===== src/rtl/ucitavanje_uzorka_if.sv =====
// Handshake bundle for the sample loader: word-serial ingress stream and
// frame-parallel egress towards the neuron layer.
interface ucitavanje_uzorka_if #(
    parameter int BROJ_ZNACAJKI = 60,
    parameter int SIRINA        = 16
);
    logic [SIRINA-1:0]               ulaz_podatak;
    logic                            ulaz_valid;
    logic                            ulaz_sof;
    logic                            ulaz_ready;
    logic [BROJ_ZNACAJKI*SIRINA-1:0] uzorak;
    logic                            uzorak_valid;
    logic                            uzorak_ready;

    modport master (
        output ulaz_podatak, ulaz_valid, ulaz_sof, uzorak_ready,
        input  ulaz_ready, uzorak, uzorak_valid
    );

    modport slave (
        input  ulaz_podatak, ulaz_valid, ulaz_sof, uzorak_ready,
        output ulaz_ready, uzorak, uzorak_valid
    );
endinterface


===== src/rtl/ucitavanje_uzorka.sv =====
// Sample loader: gathers BROJ_ZNACAJKI feature words into one wide vector,
// resynchronises on start-of-frame and holds the frame until it is consumed.
module ucitavanje_uzorka #(
    parameter int BROJ_ZNACAJKI = 60,
    parameter int SIRINA        = 16
) (
    input  logic                 clk,
    input  logic                 rst_n,
    ucitavanje_uzorka_if.slave   bus,
    output logic                 greska_okvira,
    output logic [15:0]          broj_okvira
);
    typedef enum logic {
        PRIJEM = 1'b0,
        PUN    = 1'b1
    } stanje_t;

    localparam int         SIRINA_UZORKA = BROJ_ZNACAJKI * SIRINA;
    localparam logic [5:0] ZADNJI        = 6'(BROJ_ZNACAJKI - 1);

    stanje_t                  stanje;
    logic [5:0]               idx;
    logic [SIRINA_UZORKA-1:0] uzorak;
    logic                     uzorak_valid;

    // Ready comes straight from the state register so the upstream source
    // never sees a combinational path through this block.
    assign bus.ulaz_ready   = (stanje == PRIJEM);
    assign bus.uzorak       = uzorak;
    assign bus.uzorak_valid = uzorak_valid;

    // NOTE: every register here uses non-blocking assignment, so all reads in
    // this block see the pre-edge values regardless of statement order.
    always_ff @(posedge clk or negedge rst_n) begin
        if (!rst_n) begin
            stanje        <= PRIJEM;
            idx           <= '0;
            // NOTE: the wide sample register is deliberately reset so a frame
            // cut short by reset can never leak stale features downstream.
            uzorak        <= '0;
            uzorak_valid  <= 1'b0;
            greska_okvira <= 1'b0;
            broj_okvira   <= '0;
        end else begin
            greska_okvira <= 1'b0;
            case (stanje)
                PRIJEM: begin
                    if (bus.ulaz_valid) begin
                        if (bus.ulaz_sof) begin
                            // Start-of-frame always restarts at slot 0; a
                            // partially filled frame is abandoned and flagged.
                            uzorak[SIRINA-1:0] <= bus.ulaz_podatak;
                            idx                <= 6'd1;
                            greska_okvira      <= (idx != '0);
                        end else begin
                            uzorak[int'(idx)*SIRINA +: SIRINA] <= bus.ulaz_podatak;
                            if (idx == ZADNJI) begin
                                idx          <= '0;
                                stanje       <= PUN;
                                uzorak_valid <= 1'b1;
                            end else begin
                                idx <= idx + 6'd1;
                            end
                        end
                    end
                end
                PUN: begin
                    if (bus.uzorak_ready) begin
                        stanje       <= PRIJEM;
                        uzorak_valid <= 1'b0;
                        broj_okvira  <= broj_okvira + 16'd1;
                    end
                end
            endcase
        end
    end
endmodule


===== src/flat_wrapper.sv =====
// flat-port wrapper written by rule: the top's interface ports become plain ports
module ucitavanje_uzorka_flat 
#(
    parameter int BROJ_ZNACAJKI = 60,
    parameter int SIRINA        = 16
)
  (clk, rst_n, greska_okvira, broj_okvira, bus_ulaz_podatak, bus_ulaz_valid, bus_ulaz_sof, bus_uzorak_ready, bus_ulaz_ready, bus_uzorak, bus_uzorak_valid);
  ucitavanje_uzorka_if #(.BROJ_ZNACAJKI(BROJ_ZNACAJKI), .SIRINA(SIRINA)) bus_i ();
  input  logic clk;
  input  logic rst_n;
  output logic greska_okvira;
  output logic [15:0] broj_okvira;
  input wire logic [$bits(bus_i.ulaz_podatak)-1:0] bus_ulaz_podatak;
  input wire logic [$bits(bus_i.ulaz_valid)-1:0] bus_ulaz_valid;
  input wire logic [$bits(bus_i.ulaz_sof)-1:0] bus_ulaz_sof;
  input wire logic [$bits(bus_i.uzorak_ready)-1:0] bus_uzorak_ready;
  output wire logic [$bits(bus_i.ulaz_ready)-1:0] bus_ulaz_ready;
  output wire logic [$bits(bus_i.uzorak)-1:0] bus_uzorak;
  output wire logic [$bits(bus_i.uzorak_valid)-1:0] bus_uzorak_valid;
  assign bus_i.ulaz_podatak = bus_ulaz_podatak;
  assign bus_i.ulaz_valid = bus_ulaz_valid;
  assign bus_i.ulaz_sof = bus_ulaz_sof;
  assign bus_i.uzorak_ready = bus_uzorak_ready;
  assign bus_ulaz_ready = bus_i.ulaz_ready;
  assign bus_uzorak = bus_i.uzorak;
  assign bus_uzorak_valid = bus_i.uzorak_valid;
  ucitavanje_uzorka #(.BROJ_ZNACAJKI(BROJ_ZNACAJKI), .SIRINA(SIRINA)) u_core (.clk(clk), .rst_n(rst_n), .bus(bus_i), .greska_okvira(greska_okvira), .broj_okvira(broj_okvira));
endmodule

===== config.mk =====
export PLATFORM = sky130hd
export DESIGN_NAME = ucitavanje_uzorka_flat
export DESIGN_NICKNAME = d
export VERILOG_FILES = /design/src/rtl/ucitavanje_uzorka_if.sv /design/src/rtl/ucitavanje_uzorka.sv /design/src/flat_wrapper.sv
export SDC_FILE = /design/constraint.sdc
export NUM_CORES = 2
export LEC_CHECK = 0
export ABC_CLOCK_PERIOD_IN_PS = 9950
export CORE_AREA = 2 2 386 388
export DETAILED_ROUTE_END_ITERATION = 10
export DIE_AREA = 0 0 388 390
export GPL_ROUTABILITY_DRIVEN = 0
export SLEW_MARGIN = 5
export SYNTH_ARGS = -nofsm -noshare
export SYNTH_HDL_FRONTEND = slang
export SYNTH_SLANG_ARGS = --single-unit

===== constraint.sdc =====
create_clock -name clk -period 9.95 [get_ports clk]
set_clock_uncertainty 0.1 [all_clocks]
set_input_delay 1.99 -clock clk [delete_from_list [all_inputs] [get_ports clk]]
set_output_delay 1.99 -clock clk [all_outputs]
set_load 0.01 [all_outputs]

==> flow_results.org <==
** Setup path
- For the worst setup path, the data arrival time is 5850 ps.
- Measured in cells, the most critical reg-to-reg path has a length of 7.
- In this design, the stage delay of the slowest critical-path cell is 900 ps.
- Worst setup slack for register-to-register paths :: 4630 ps
- Traced cell by cell, the critical path runs through or3_1 > nor3_1 > ha_1 > or4b_1 > nor3_1 > nand3_1 > o21ai_0.
- Required time reported for the critical path endpoint :: 10480 ps
- The critical path is of the register to register type.
- Of all nets on the critical path, the largest fanout is 32.
- Startpoint of the most critical register-to-register path :: u_core.idx[2]$_DFFE_PN0P_
- Most repeated library cell on the critical path :: sky130_fd_sc_hd__nor3_1
- The worst setup path is launched from a register.
- The slowest stage of the critical path belongs to the cell sky130_fd_sc_hd__nand3_1.
- STA classifies the critical path endpoint as a register.
- Reg-to-reg critical path endpoint :: u_core.bus.uzorak[561]$_DFFE_PN0P_

** Route
- Violation count after the first detailed-routing iteration :: 2149
- The first detailed-routing pass took 9 iterations.
- Dividing the detail-routed wire length by the instance count gives 27.4 um.
- Once detail routing completed, the nets flagged for antenna violations numbered 0.
- Final routed DRC violation total :: 0
- Using the TritonRoute via totals, the vias-per-cell ratio works out to 4.78.
- For this block, the via count after detailed routing is 30800.
- Sum of routed wire length over all layers :: approximately 180 mm

** STA
- In the finished design, the share of the clock period the worst path needs comes to approximately 53%.
- Slew HR :: between 20% and 30%
- Unrepaired setup endpoints after global routing :: no
- The final-report max-slew violation count was 0.
- The number of hold violations in the final report was 0.
- Setup violations remaining at the end of the flow were counted as 0.
- Max Fclk :: 188 MHz
- At the pin with the least slew margin, the transition time is ~1200 ps.
- Clock period minus worst slack :: 5320 ps
- Setup TNS after final layout :: 0 ps

** Pwr
- IR Drop Worst-Case VDD :: 168 uV
- Dividing total power by cell area gives a power density of 194 nW/um^2.
- Comb power frac :: 18.0%
- For this design the total switching power over the nets is 3270 uW.
- Net switching is 31.1% of the power.
- Clock network fraction of total power :: 41.1%
- Internal power :: 7230 uW
- Sequential power share :: 40.9%
- After layout, the design draws a total of ~11000 uW.
- For this design the static power due to leakage is 0.0236 uW.

** Yosys
- Among all flip-flop cells after synthesis, the most frequent one is sky130_fd_sc_hd__dfrtp_1.
- Sequential cell area fraction in the yosys report :: between 60% and 70%
- Post-synth cell types :: 58
- The Yosys step of the flow raised 0 warnings.
- Seq cells post-synth :: about 1000
- Synth Cell Area :: 38200 um^2
- For this run, asynchronously set or reset flops after synthesis account for 100%.
- Post-synthesis net count :: 3495
- Average instance area after synthesis :: 11.0 um^2
- Yosys mapped a number of flops with a built-in enable equal to 0.
- In the synthesized netlist, the number of instances is 3470.

** Placement
- After detailed placement, the design holds a cell count of 6239.
- Detailed placement finished with a half-perimeter wire length of between 100 and 150 mm.
- During placement, the flow inserted port buffers numbering 999.

** GRT
- Antenna violations before repair :: 9
- Number of global-route vias before repair :: 30500
- The first global-routing pass estimated 246 mm of wire.
- Global routing used 22.9% of the available tracks across all layers.
- Total overflow reported by the global router :: 0
- Entering global routing, the biggest net connects 166 pins.

** Min path
- The worst hold path was traced through 2 stages.
- The worst hold path begins at u_core.bus.uzorak[67]$_DFFE_PN0P_.
- Worst min path class :: register to register
- For hold timing, the worst endpoint is u_core.bus.uzorak[67]$_DFFE_PN0P_.

** Clocking
- In this run the deepest clock path goes through 3 buffers.
- In this run the clock root is driven by a sky130_fd_sc_hd__clkbuf_16.
- At the later pin of the worst-skew pair, clock insertion delay measures approximately 740 ps.
- Clock transition at the registers of the reported paths :: approximately 60 ps
- Clock H-tree levels :: 3
- TritonCTS built the clock tree.
- Buffers inserted by post-CTS timing repair :: 0
- CTS sink cnt :: 985
- Post-CTS Resized :: 0
- For this design, the CTS-stage hold fixing added 0 buffers.
- Clock buffers created by TritonCTS :: around 110

** Finish
- Net count of the finished layout :: approximately 4400
- The library cell used most frequently in the layout, excluding fill and tap cells, is sky130_fd_sc_hd__dfrtp_1.
- In the final layout, the share of cells above drive strength 1 is ~11%.
- Cells fill a little under two fifths of the core in the end.
- Synthesis-to-layout area growth :: 41.8%
- In the layout the commonest cells are sky130_fd_sc_hd__dfrtp_1, sky130_fd_sc_hd__clkdlybuf4s50_1, sky130_fd_sc_hd__nand2_1, sky130_fd_sc_hd__o21ai_0, sky130_fd_sc_hd__mux2_2.
- The finished layout holds 6446 standard cells, fillers aside.

** Die
- Once the floorplan was initialized, standard cells occupied 26.0% of the core.
- I/O pin total :: 1000
- Die X :: 388 um
- In this run the vertical extent of the chip is 390 um.
- The floorplan has 141 rows.
- Area enclosed by the die boundary :: 151000 um^2
- The core region is 147000 um^2.

** Outcome
- Result of the run :: completed

** Job
- Across the run, the number of max-cap violations was 0.
-- layout make-up --
cell class / instances / area [um^2]
timing repair buffer: 1082 / 10600
clock buffer: 159 / 3220
tap: 1930 / 2410
fill: 14700 / 92900
antenna: 7 / 17.5
multi-input combinational: 2206 / 12600
sequential: 985 / 24600
inverter: 36 / 135
clock inverter: 41 / 622
-- synth_stat cells, types with 8 or more instances --
master | count | area share (%)
sky130_fd_sc_hd__nand2_1 | 798 | 7.8
sky130_fd_sc_hd__dfrtp_1 | 985 | 64
sky130_fd_sc_hd__o31ai_1 | 72 | 1.4
sky130_fd_sc_hd__nor2b_1 | 15 | 0.25
sky130_fd_sc_hd__o21ai_0 | 594 | 7.8
sky130_fd_sc_hd__nor3_4 | 11 | 0.47
sky130_fd_sc_hd__buf_6 | 11 | 0.32
sky130_fd_sc_hd__mux2_1 | 70 | 2.1
sky130_fd_sc_hd__o41ai_1 | 17 | 0.39
sky130_fd_sc_hd__mux2_2 | 165 | 4.9
sky130_fd_sc_hd__and3_1 | 9 | 0.15
sky130_fd_sc_hd__clkbuf_1 | 168 | 1.6
sky130_fd_sc_hd__a21o_1 | 18 | 0.35
sky130_fd_sc_hd__buf_2 | 54 | 0.71
sky130_fd_sc_hd__nor2_1 | 111 | 1.1
sky130_fd_sc_hd__nand3_1 | 133 | 1.7
sky130_fd_sc_hd__nand4_1 | 17 | 0.28
sky130_fd_sc_hd__mux2i_1 | 33 | 0.86
sky130_fd_sc_hd__xnor2_1 | 14 | 0.32
sky130_fd_sc_hd__xor2_1 | 8 | 0.18
sky130_fd_sc_hd__o21ai_1 | 11 | 0.14
sky130_fd_sc_hd__and2_1 | 16 | 0.26
sky130_fd_sc_hd__inv_1 | 36 | 0.35
sky130_fd_sc_hd__nor3_1 | 26 | 0.34
-- worst max path at each step --
stage	start	end	slack, ps	depth (start not counted)
4_1_cts	u_core.idx[2]$_DFFE_PN0P_	u_core.bus.uzorak[950]$_DFFE_PN0P_	4430	8
3_3_place_gp	bus_ulaz_sof	u_core.bus.uzorak[574]$_DFFE_PN0P_	4310	6
2_1_floorplan	bus_ulaz_sof	u_core.bus.uzorak[886]$_DFFE_PN0P_	5930	7
3_5_place_dp	bus_ulaz_sof	u_core.bus.uzorak[945]$_DFFE_PN0P_	4160	5
6_report	u_core.idx[2]$_DFFE_PN0P_	u_core.bus.uzorak[561]$_DFFE_PN0P_	4630	7
5_1_grt	u_core.idx[2]$_DFFE_PN0P_	u_core.bus.uzorak[959]$_DFFE_PN0P_	4060	7
-- sequential cells by signal, summed over array words and instances, names as in the netlist --
register,count
u_core.stanje,1
u_core.greska_okvira,1
u_core.bus.uzorak_valid,1
u_core.broj_okvira,16
u_core.idx,6
u_core.bus.uzorak,960
-- kinds of logic (layout without fill, tap and decap cells) --
logic type	count (synthesis)	count (layout)	share of synthesized area [%]
multiplexers	268	268	7.79
XOR/XNOR	23	23	0.547
adder cells (fa/ha/maj)	4	4	0.131
buffers and inverters	279	1318	3.16
AND/OR/NAND/NOR	1174	1174	13.2
other	0	7	0
AO/OA/AOI/OAI	737	737	10.7
flip-flops	985	985	64.5
-- per-stage QoR --
stage | setup slack [ps] | hold WS, ps | instance area (um^2)
after detailed placement | 4160 | 363 | 50400
after CTS | 4430 | 377 | 54200
after global placement | 4310 | 356 | 50400
after floorplan | 5930 | 407 | 38200
final | 4630 | 373 | 54200
after global routing | 4060 | 392 | 54200
-- power groups by stage --
stage | logic (uW) | clock network, uW | registers (uW)
floorplan | 718 | 0 | 4410
global placement | 1900 | 0 | 4360
detailed placement | 1910 | 0 | 4370
CTS | 1920 | 4400 | 4300
global route | 2020 | 4550 | 4320
finish | 1890 | 4320 | 4300
-- layer usage --
metal  track usage (%)  vias up  wire (um)
met1              29.2    15700      73400
met5                 0        -          0
met2              36.6     1141      82600
met4              8.84        0       6720
li1                  -    13700          -
met3              6.43      253      14100
-- critical path: cells and delay by family, from the launching register on --
family          cells  cell delay [ps]
flops               1              690
fa+ha+maj           1              600
simple gates        5             3310
compound gates      1              480
(Power assumes the default switching activity.)
